### config.mk
export PLATFORM = sky130hd
export DESIGN_NAME = dcache_controller
export DESIGN_NICKNAME = d
export VERILOG_FILES = /design/src/rtl/dcache_controller.sv
export SDC_FILE = /design/constraint.sdc
export NUM_CORES = 1
export LEC_CHECK = 0
export CAP_MARGIN = 10
export CORE_ASPECT_RATIO = 0.7
export CORE_MARGIN = 4
export CORE_UTILIZATION = 50
export CTS_CLUSTER_SIZE = 40
export DETAILED_ROUTE_END_ITERATION = 10
export PLACE_DENSITY = 0.77
export SETUP_SLACK_MARGIN = 0.05
export SYNTH_ARGS = -nofsm -noshare
export SYNTH_HDL_FRONTEND = slang
export SYNTH_SLANG_ARGS = --single-unit
### constraint.sdc
create_clock -name CLK -period 6 [get_ports CLK]
set_input_delay 1.2 -clock CLK [delete_from_list [all_inputs] [get_ports CLK]]
set_output_delay 1.2 -clock CLK [all_outputs]
set_load 0.005 [all_outputs]
### src/rtl/dcache_controller.sv
// dcache_controller: direct-mapped write-back data cache controller (optional CACHE_STATS_EN hit/miss counters)
module dcache_controller (
   input  logic        CLK,
   input  logic        RESET,
   input  logic        READ,
   input  logic        WRITE,
   input  logic [7:0]  ADDRESS,
   input  logic [7:0]  WRITEDATA,
   output logic [7:0]  READDATA,
   output logic        BUSYWAIT,
   output logic        MEM_READ,
   output logic        MEM_WRITE,
   output logic [5:0]  MEM_ADDRESS,
   output logic [31:0] MEM_WRITEDATA,
   input  logic [31:0] MEM_READDATA,
`ifdef CACHE_STATS_EN
   output logic [15:0] HIT_COUNT,
   output logic [15:0] MISS_COUNT,
`endif
   input  logic        MEM_BUSYWAIT
);
   typedef enum logic [1:0] {IDLE, WRITE_BACK, MEM_FETCH, UPDATE} state_t;
   state_t           state_q, state_d;
   logic [7:0][31:0] data_q, data_d;
   logic [7:0][2:0]  tag_q, tag_d;
   logic [7:0]       valid_q, valid_d, dirty_q, dirty_d;
   logic [7:0]       addr_q, addr_d;
   logic             seen_q, seen_d;
   logic [7:0]       a;
   logic [2:0]       idx;
   logic [31:0]      blk;
   logic             req, hit, acc;
   assign req = (READ | WRITE) & ~RESET;
   assign a   = (state_q == IDLE) ? ADDRESS : addr_q;
   assign idx = a[4:2];
   assign blk = data_q[idx];
   assign hit = valid_q[idx] && (tag_q[idx] == a[7:5]);
   assign acc = (state_q == IDLE) && req;
   // next-state, array updates and all combinational outputs
   always_comb begin
      state_d       = state_q;
      data_d        = data_q;
      tag_d         = tag_q;
      valid_d       = valid_q;
      dirty_d       = dirty_q;
      addr_d        = addr_q;
      seen_d        = 1'b0;
      READDATA      = '0;
      BUSYWAIT      = 1'b0;
      MEM_READ      = 1'b0;
      MEM_WRITE     = 1'b0;
      MEM_ADDRESS   = '0;
      MEM_WRITEDATA = '0;
      case (state_q)
         IDLE: if (req) begin
            addr_d = ADDRESS;
            if (hit) begin
               READDATA = READ ? blk[{ADDRESS[1:0], 3'b000} +: 8] : '0;
               if (WRITE) begin
                  data_d[idx][{ADDRESS[1:0], 3'b000} +: 8] = WRITEDATA;
                  dirty_d[idx] = 1'b1;
               end
            end else begin
               BUSYWAIT = 1'b1;
               state_d  = (valid_q[idx] && dirty_q[idx]) ? WRITE_BACK : MEM_FETCH;
            end
         end
         WRITE_BACK: begin
            BUSYWAIT      = 1'b1;
            MEM_WRITE     = 1'b1;
            MEM_ADDRESS   = {tag_q[idx], idx};
            MEM_WRITEDATA = blk;
            seen_d        = seen_q | MEM_BUSYWAIT;
            if (seen_q && !MEM_BUSYWAIT) begin
               state_d = MEM_FETCH;
               seen_d  = 1'b0;
            end
         end
         MEM_FETCH: begin
            BUSYWAIT    = 1'b1;
            MEM_READ    = 1'b1;
            MEM_ADDRESS = {addr_q[7:5], idx};
            seen_d      = seen_q | MEM_BUSYWAIT;
            if (seen_q && !MEM_BUSYWAIT) begin
               state_d = UPDATE;
               seen_d  = 1'b0;
            end
         end
         UPDATE: begin
            BUSYWAIT     = 1'b1;
            data_d[idx]  = MEM_READDATA;
            tag_d[idx]   = addr_q[7:5];
            valid_d[idx] = 1'b1;
            dirty_d[idx] = 1'b0;
            state_d      = IDLE;
         end
      endcase
   end
   // state and cache arrays; reset invalidates every block and drops any dirty data
   always_ff @(posedge CLK) begin
      if (RESET) begin
         state_q <= IDLE;
         valid_q <= '0;
         dirty_q <= '0;
         addr_q  <= '0;
         seen_q  <= 1'b0;
      end else begin
         state_q <= state_d;
         valid_q <= valid_d;
         dirty_q <= dirty_d;
         addr_q  <= addr_d;
         seen_q  <= seen_d;
      end
      data_q <= data_d;
      tag_q  <= tag_d;
   end
`ifdef CACHE_STATS_EN
   logic [15:0] hit_cnt_q, hit_cnt_d, miss_cnt_q, miss_cnt_d;
   logic        upd_q, upd_d;
   assign HIT_COUNT  = hit_cnt_q;
   assign MISS_COUNT = miss_cnt_q;
   // saturating counters; the replayed hit right after a fill is not a new hit
   always_comb begin
      upd_d      = state_q == UPDATE;
      hit_cnt_d  = (acc && hit && !upd_q && hit_cnt_q != 16'hFFFF) ? hit_cnt_q + 16'd1 : hit_cnt_q;
      miss_cnt_d = (acc && !hit && miss_cnt_q != 16'hFFFF) ? miss_cnt_q + 16'd1 : miss_cnt_q;
   end
   // statistics registers
   always_ff @(posedge CLK) begin
      if (RESET) begin
         hit_cnt_q  <= '0;
         miss_cnt_q <= '0;
         upd_q      <= 1'b0;
      end else begin
         hit_cnt_q  <= hit_cnt_d;
         miss_cnt_q <= miss_cnt_d;
         upd_q      <= upd_d;
      end
   end
`endif
endmodule

== Word-level counts from Yosys, hierarchy flattened ==
Index checks and enable logic that the tools add are counted.
Cells by class
  reductions and logical operators: 13
  shifts and indexed selects: 3
  mux-type cells: 45
  bitwise operators: 9
  $add $sub $neg: 1
  order comparisons: 2
  eq/ne operators: 10
Operator list (number)
  $mux W256: 3
  $bwmux W256: 2
  $pmux W256 S2: 1
  $demux W32 S3: 2
  $mux W32: 4
  $bmux W32 S3: 1
  $mux W8: 8
  $shift A8 B7 Y32 const A: 1
  $shiftx A32 B6 Y8: 1
  $shiftx A8 B7 Y32: 1
  $bwmux W24: 1
  $or A8 B8 Y8: 2
  $pmux W8 S2: 1
  $ne A2 B2 Y1 const B: 6
  $pmux W6 S2: 1
  $mux W2: 5
  $bmux W3 S3: 1
  $demux W3 S3: 1
  $and A8 B8 Y8: 1
  $not A8 Y8: 1
  $pmux W2 S4: 1
  $reduce_and A4 Y1: 2
  $mux W1: 7
  $neg A5 Y7: 1
  19 further kinds: 28
Word-level totals
  word-level logic and storage cells: 104
  flip-flop bits (word level): 307
  output and inout port bits: 49
  input port bits: 53

== Depth between registers and ports, before layout ==
  depth in word-level cells: 11
  mapped depth: 13
  mapped depth without buffers: 10

== Least setup slack after synthesis ==
OpenSTA, ideal clock, no wires.
  path type: input -> output
  from: in ADDRESS[3]
  to: out READDATA[4]
  data required time: 4.800 ns
  cell stages on the path: 9
  arrival: 3.021 ns
  slack: 1.779 ns
  buffers on the path: 2
  path through: mux2_4 buf_2 nand2_2 buf_1 o22ai_1 o21ai_0 o221ai_1 mux4_2 nor2_1
Between the ends
  cells in the longest elaborated chain, start to end: 8
  elaborated cells between the ends (all ways): 14
  classes of those cells: eq/ne: 1; shift: 1; mux: 11; reduce/logical: 1
RTL lines
  from (decl): line 7  | input logic [7:0] ADDRESS,
  $mux W8 (*): line 34  | assign a = (state_q == IDLE) ? ADDRESS : addr_q;
  $bmux W32 S3 / $bmux W3 S3 (equally long branches): line 36, 37
  $mux W32 (implied by the code) / $mux W3 (equally long branches): line 36, 37
  $shiftx A32 B6 Y8 / $eq A3 B3 Y1 (equally long branches): line 58, 37
  $mux W8 / $logic_and A1 B1 Y1 (equally long branches): line 58, 37
  $mux W8 (*): line 57  | if (hit) begin
  $mux W8 (*): line 55  | IDLE: if (req) begin
  $mux W8 (*): line 54  | case (state_q)
  to (decl): line 9  | output logic [7:0] READDATA,
Every way passes the cells marked *; elsewhere a longest branch is shown, timed or not. The select of a mux whose other input is x is not followed.

== Worst setup path after layout ==
  from: in ADDRESS[3]
  to: out READDATA[1]
Same word-level chain as after synthesis.

==> flow_metrics.env <==
export IMPL_start_util_pct=51.5
export IMPL_finalNonFillerCells=1780
export IMPL_grt_use_total_pct=29.6
export IMPL_outcome="finished, final reports clean"
export IMPL_syn_inst=1270
export IMPL_rsz0062_at_grt="false"
export IMPL_drive_gt1_share_pct=11.6
export IMPL_fin_skew_ns=0.00996
export IMPL_cp_cell_sequence="clkdlybuf4s50_1, mux2_4, mux2_2, o22ai_1, a211o_1, mux2_4, nor4_2, nand2_1, nor2_1, clkdlybuf4s50_1"
export IMPL_multi_input_area_mm2=0.00467
export IMPL_dp_cells=1719
export IMPL_synth_common_cells="397 x nor2_1, 280 x edfxtp_1, 115 x nand2_1"
export IMPL_irDropWorstVdd_v=0.000294
export IMPL_cts_hold_buf=0
export IMPL_ys_flop_type="edfxtp_1"
export IMPL_synth_async_reset_ratio_pct=0
export IMPL_critical_path_max_fanout=16
export IMPL_cts_tree="done"
export IMPL_drc=0
export IMPL_p_seq_share_pct=36.0
export IMPL_rr_worst_depth=12
export IMPL_synth_top_cell_area_share_pct=60.2
export IMPL_synth_top_family_by_area="simple AND/OR/NAND/NOR gates"
export IMPL_synth_xor_area_share_pct=0
export IMPL_clk_latency_ns=0.56
export IMPL_die_width_um=208
export IMPL_clock_sinks=305
export IMPL_hold_start="valid_q[7]"
export IMPL_cp_start_kind="input pin"
export IMPL_crit_slowest_cell="clkdlybuf4s50_1"
export IMPL_synth_edf_count=280
export IMPL_numPortBuffers=101
export IMPL_htree_levels=1
export IMPL_reg2reg_slack_ns=1.44
export IMPL_hold_class="reg2reg"
export IMPL_yosysUniqueCellTypes=69
export IMPL_coreArea_mm2=0.0271
export IMPL_fin_util_pct=62.1
export IMPL_clk_pin_slew_ns=0.06
export IMPL_grt_max_degree=37
export IMPL_grt_pass1_wl_mm=69.1
export IMPL_ys_seq_area_share_pct=63.8
export IMPL_cts_root_buf="clkbuf_16"
export IMPL_fin_nets=1458
export IMPL_num_vias=11500
export IMPL_grt_pass1_vias=10900
export IMPL_place_hpwl_mm=32.7
export IMPL_fin_crit_sh_pct=96.4
export IMPL_synth_nets=1333
export IMPL_die_y_um=148
export IMPL_rows=50
export IMPL_crit_required_ns=4.80
export IMPL_synthAdderAreaFrac_pct=0.896
export IMPL_cts_buffer_depth=3
export IMPL_synth_largest_area_cell="edfxtp_1"
export IMPL_rr_startpoint="state_q[0]"
export IMPL_whs_ns=0.466
export IMPL_ant_nets=0
export IMPL_grt_antenna_before_repair=0
export IMPL_worstMarginPinSlew_ns=1.18
export IMPL_seqCellArea_mm2=0.00891
export IMPL_layout_setup_ws_ns=0.215
export IMPL_end_kind="primary output"
export IMPL_holdPathEnd="valid_q[7]"
export IMPL_p_leak_nw=5.71
export IMPL_fillers=2041
export IMPL_place_congestion=0.945
export IMPL_area_growth_pct=20.6
export IMPL_critPathMaxStageDelay_ns=0.65
export IMPL_hold_path_depth=1
export IMPL_finalCriticalPeriod_ns=5.79
export IMPL_synth_most_common_cell="nor2_1"
export IMPL_crit_arrival_ns=4.59
export IMPL_routed_via_density=6.48
export IMPL_power_share_clock_pct=29.4
export IMPL_antennaDiodeCount=0
export IMPL_dieArea_mm2=0.0307
export IMPL_syn_avg_cell_area_um2=11.0
export IMPL_cts_buffers=29
export IMPL_crit_type="in2out"
export IMPL_p_int_mw=4.39
export IMPL_dr_pass1_iters=8
export IMPL_setup_viol_count_final=0
export IMPL_synth_compound_area_share_pct=11.9
export IMPL_slew_headroom_pct=21.4
export IMPL_wl_per_cell_um=26.4
export IMPL_fmax_mhz=173
export IMPL_ys_ff_latch=305
export IMPL_synth_area_mm2=0.0140
export IMPL_synth_simple_gate_area_share_pct=16.9
export IMPL_slew_viol_final=0
export IMPL_fin_tns_setup_ns=0
export IMPL_power_density_mw_per_mm2=401
export IMPL_synth_area_mux_share_pct=3.24
export IMPL_drv_cap=0
export IMPL_yosys_warnings=0
export IMPL_io_pins=102
export IMPL_drtIter0Drc=2071
export IMPL_hold_viol=0
export IMPL_synth_area_leaders="edfxtp_1 60%, nor2_1 11%, dfxtp_1 3.6%"
export IMPL_regToRegEndpoint="data_q[98]"
export IMPL_switching_share_pct=34.9
export IMPL_gr_total_overflow=0
export IMPL_drt_total_wl_mm=46.9
export IMPL_power_switching_mw=2.36
export IMPL_comb_power_share_pct=34.6
export IMPL_pre_cts_ws_ns=0.259
area by class of cell:
cell class / count / area share (%)
Tap cell: 364 / 2.71
Inverter: 19 / 0.424
Clock inverter: 16 / 1.49
Timing Repair Buffer: 182 / 10.2
Multi-Input combinational cell: 858 / 27.7
Clock buffer: 36 / 4.53
Sequential cell: 305 / 52.9
layout by cell type, fill, tap and decap left out, types with 7 or more instances in the layout:
cell type,Yosys,routed
o32ai_1,7,7
o221ai_1,14,14
o211ai_1,12,12
buf_12,1,8
nand3_1,22,20
a22oi_1,29,29
inv_1,15,15
edfxtp_1,280,280
a21oi_1,15,15
a31oi_1,16,15
o22ai_1,48,48
o21ai_0,32,32
ha_1,10,9
bufinv_16,0,7
mux2i_1,17,15
buf_4,1,72
nor3_1,15,15
nor2_1,397,397
dfxtp_1,25,25
o21a_1,10,10
nand2_1,115,112
clkdlybuf4s50_1,0,101
mux4_2,8,8
clkbuf_16,0,29
what timing repair did:
item                                    4_1_cts  5_1_grt
gates resized for setup                       0        2
endpoints found under the setup margin        0        9
setup buffers                                 0        8
worst max-delay path: cells and delay by family:
family,cells,cell delay [ns]
buffers and inverters,2,1.18
multiplexers,3,1.12
AND/OR/NAND/NOR,3,0.75
AO/OA/AOI/OAI,2,0.32
routing by layer:
layer  wire, µm  track usage, %  up-vias  part of all wire (%)
met4       2250            11.8        0                   4.8
li1           -               -     4853                     -
met3       7570            7.36      161                    16
met2      19800            43.3     1059                    42
met5          0               0        -                     0
met1      17300            43.0     5462                    37
flip-flops by register name, indices dropped and copies added (netlist names), named ones only:
signal	cells
valid_q	8
state_q	2
data_q	256
seen_q	1
tag_q	24
addr_q	6
power by group through the flow:
stage	Sequential [mW]	Clock (mW)	Combinational, mW
6_report	2.43	1.98	2.33
3_3_place_gp	2.47	0	2.18
5_1_grt	2.43	2.08	2.41
2_1_floorplan	2.45	0	1.25
3_5_place_dp	2.47	0	2.20
4_1_cts	2.43	1.99	2.22
worst max path at each step:
| stage | slack [ns] | from | to | cells after the start |
|---|---|---|---|---|
| 3_5_place_dp | 0.26 | ADDRESS[3] | READDATA[1] | 10 |
| 6_report | 0.21 | ADDRESS[3] | READDATA[1] | 10 |
| 5_1_grt | 0.05 | ADDRESS[3] | READDATA[2] | 11 |
| 2_1_floorplan | 1.78 | ADDRESS[3] | READDATA[4] | 9 |
| 4_1_cts | 0.08 | state_q[0] | READDATA[5] | 12 |
| 3_3_place_gp | 0.24 | ADDRESS[2] | READDATA[3] | 10 |
stage by stage:
stage | total power, mW | instance area, µm²
after floorplan | 3.70 | 14000
after global placement | 4.65 | 15800
after detailed placement | 4.67 | 15800
after CTS | 6.63 | 16800
after global routing | 6.92 | 16800
final | 6.75 | 16800
cells by family after synthesis:
family,Yosys count
DFF,305
adders and majority gates,10
muxes,32
buffers and inverters,107
AOI/OAI and AO/OA,233
and+or+nand+nor,583
No activity file was read; power rests on OpenSTA's default activity.
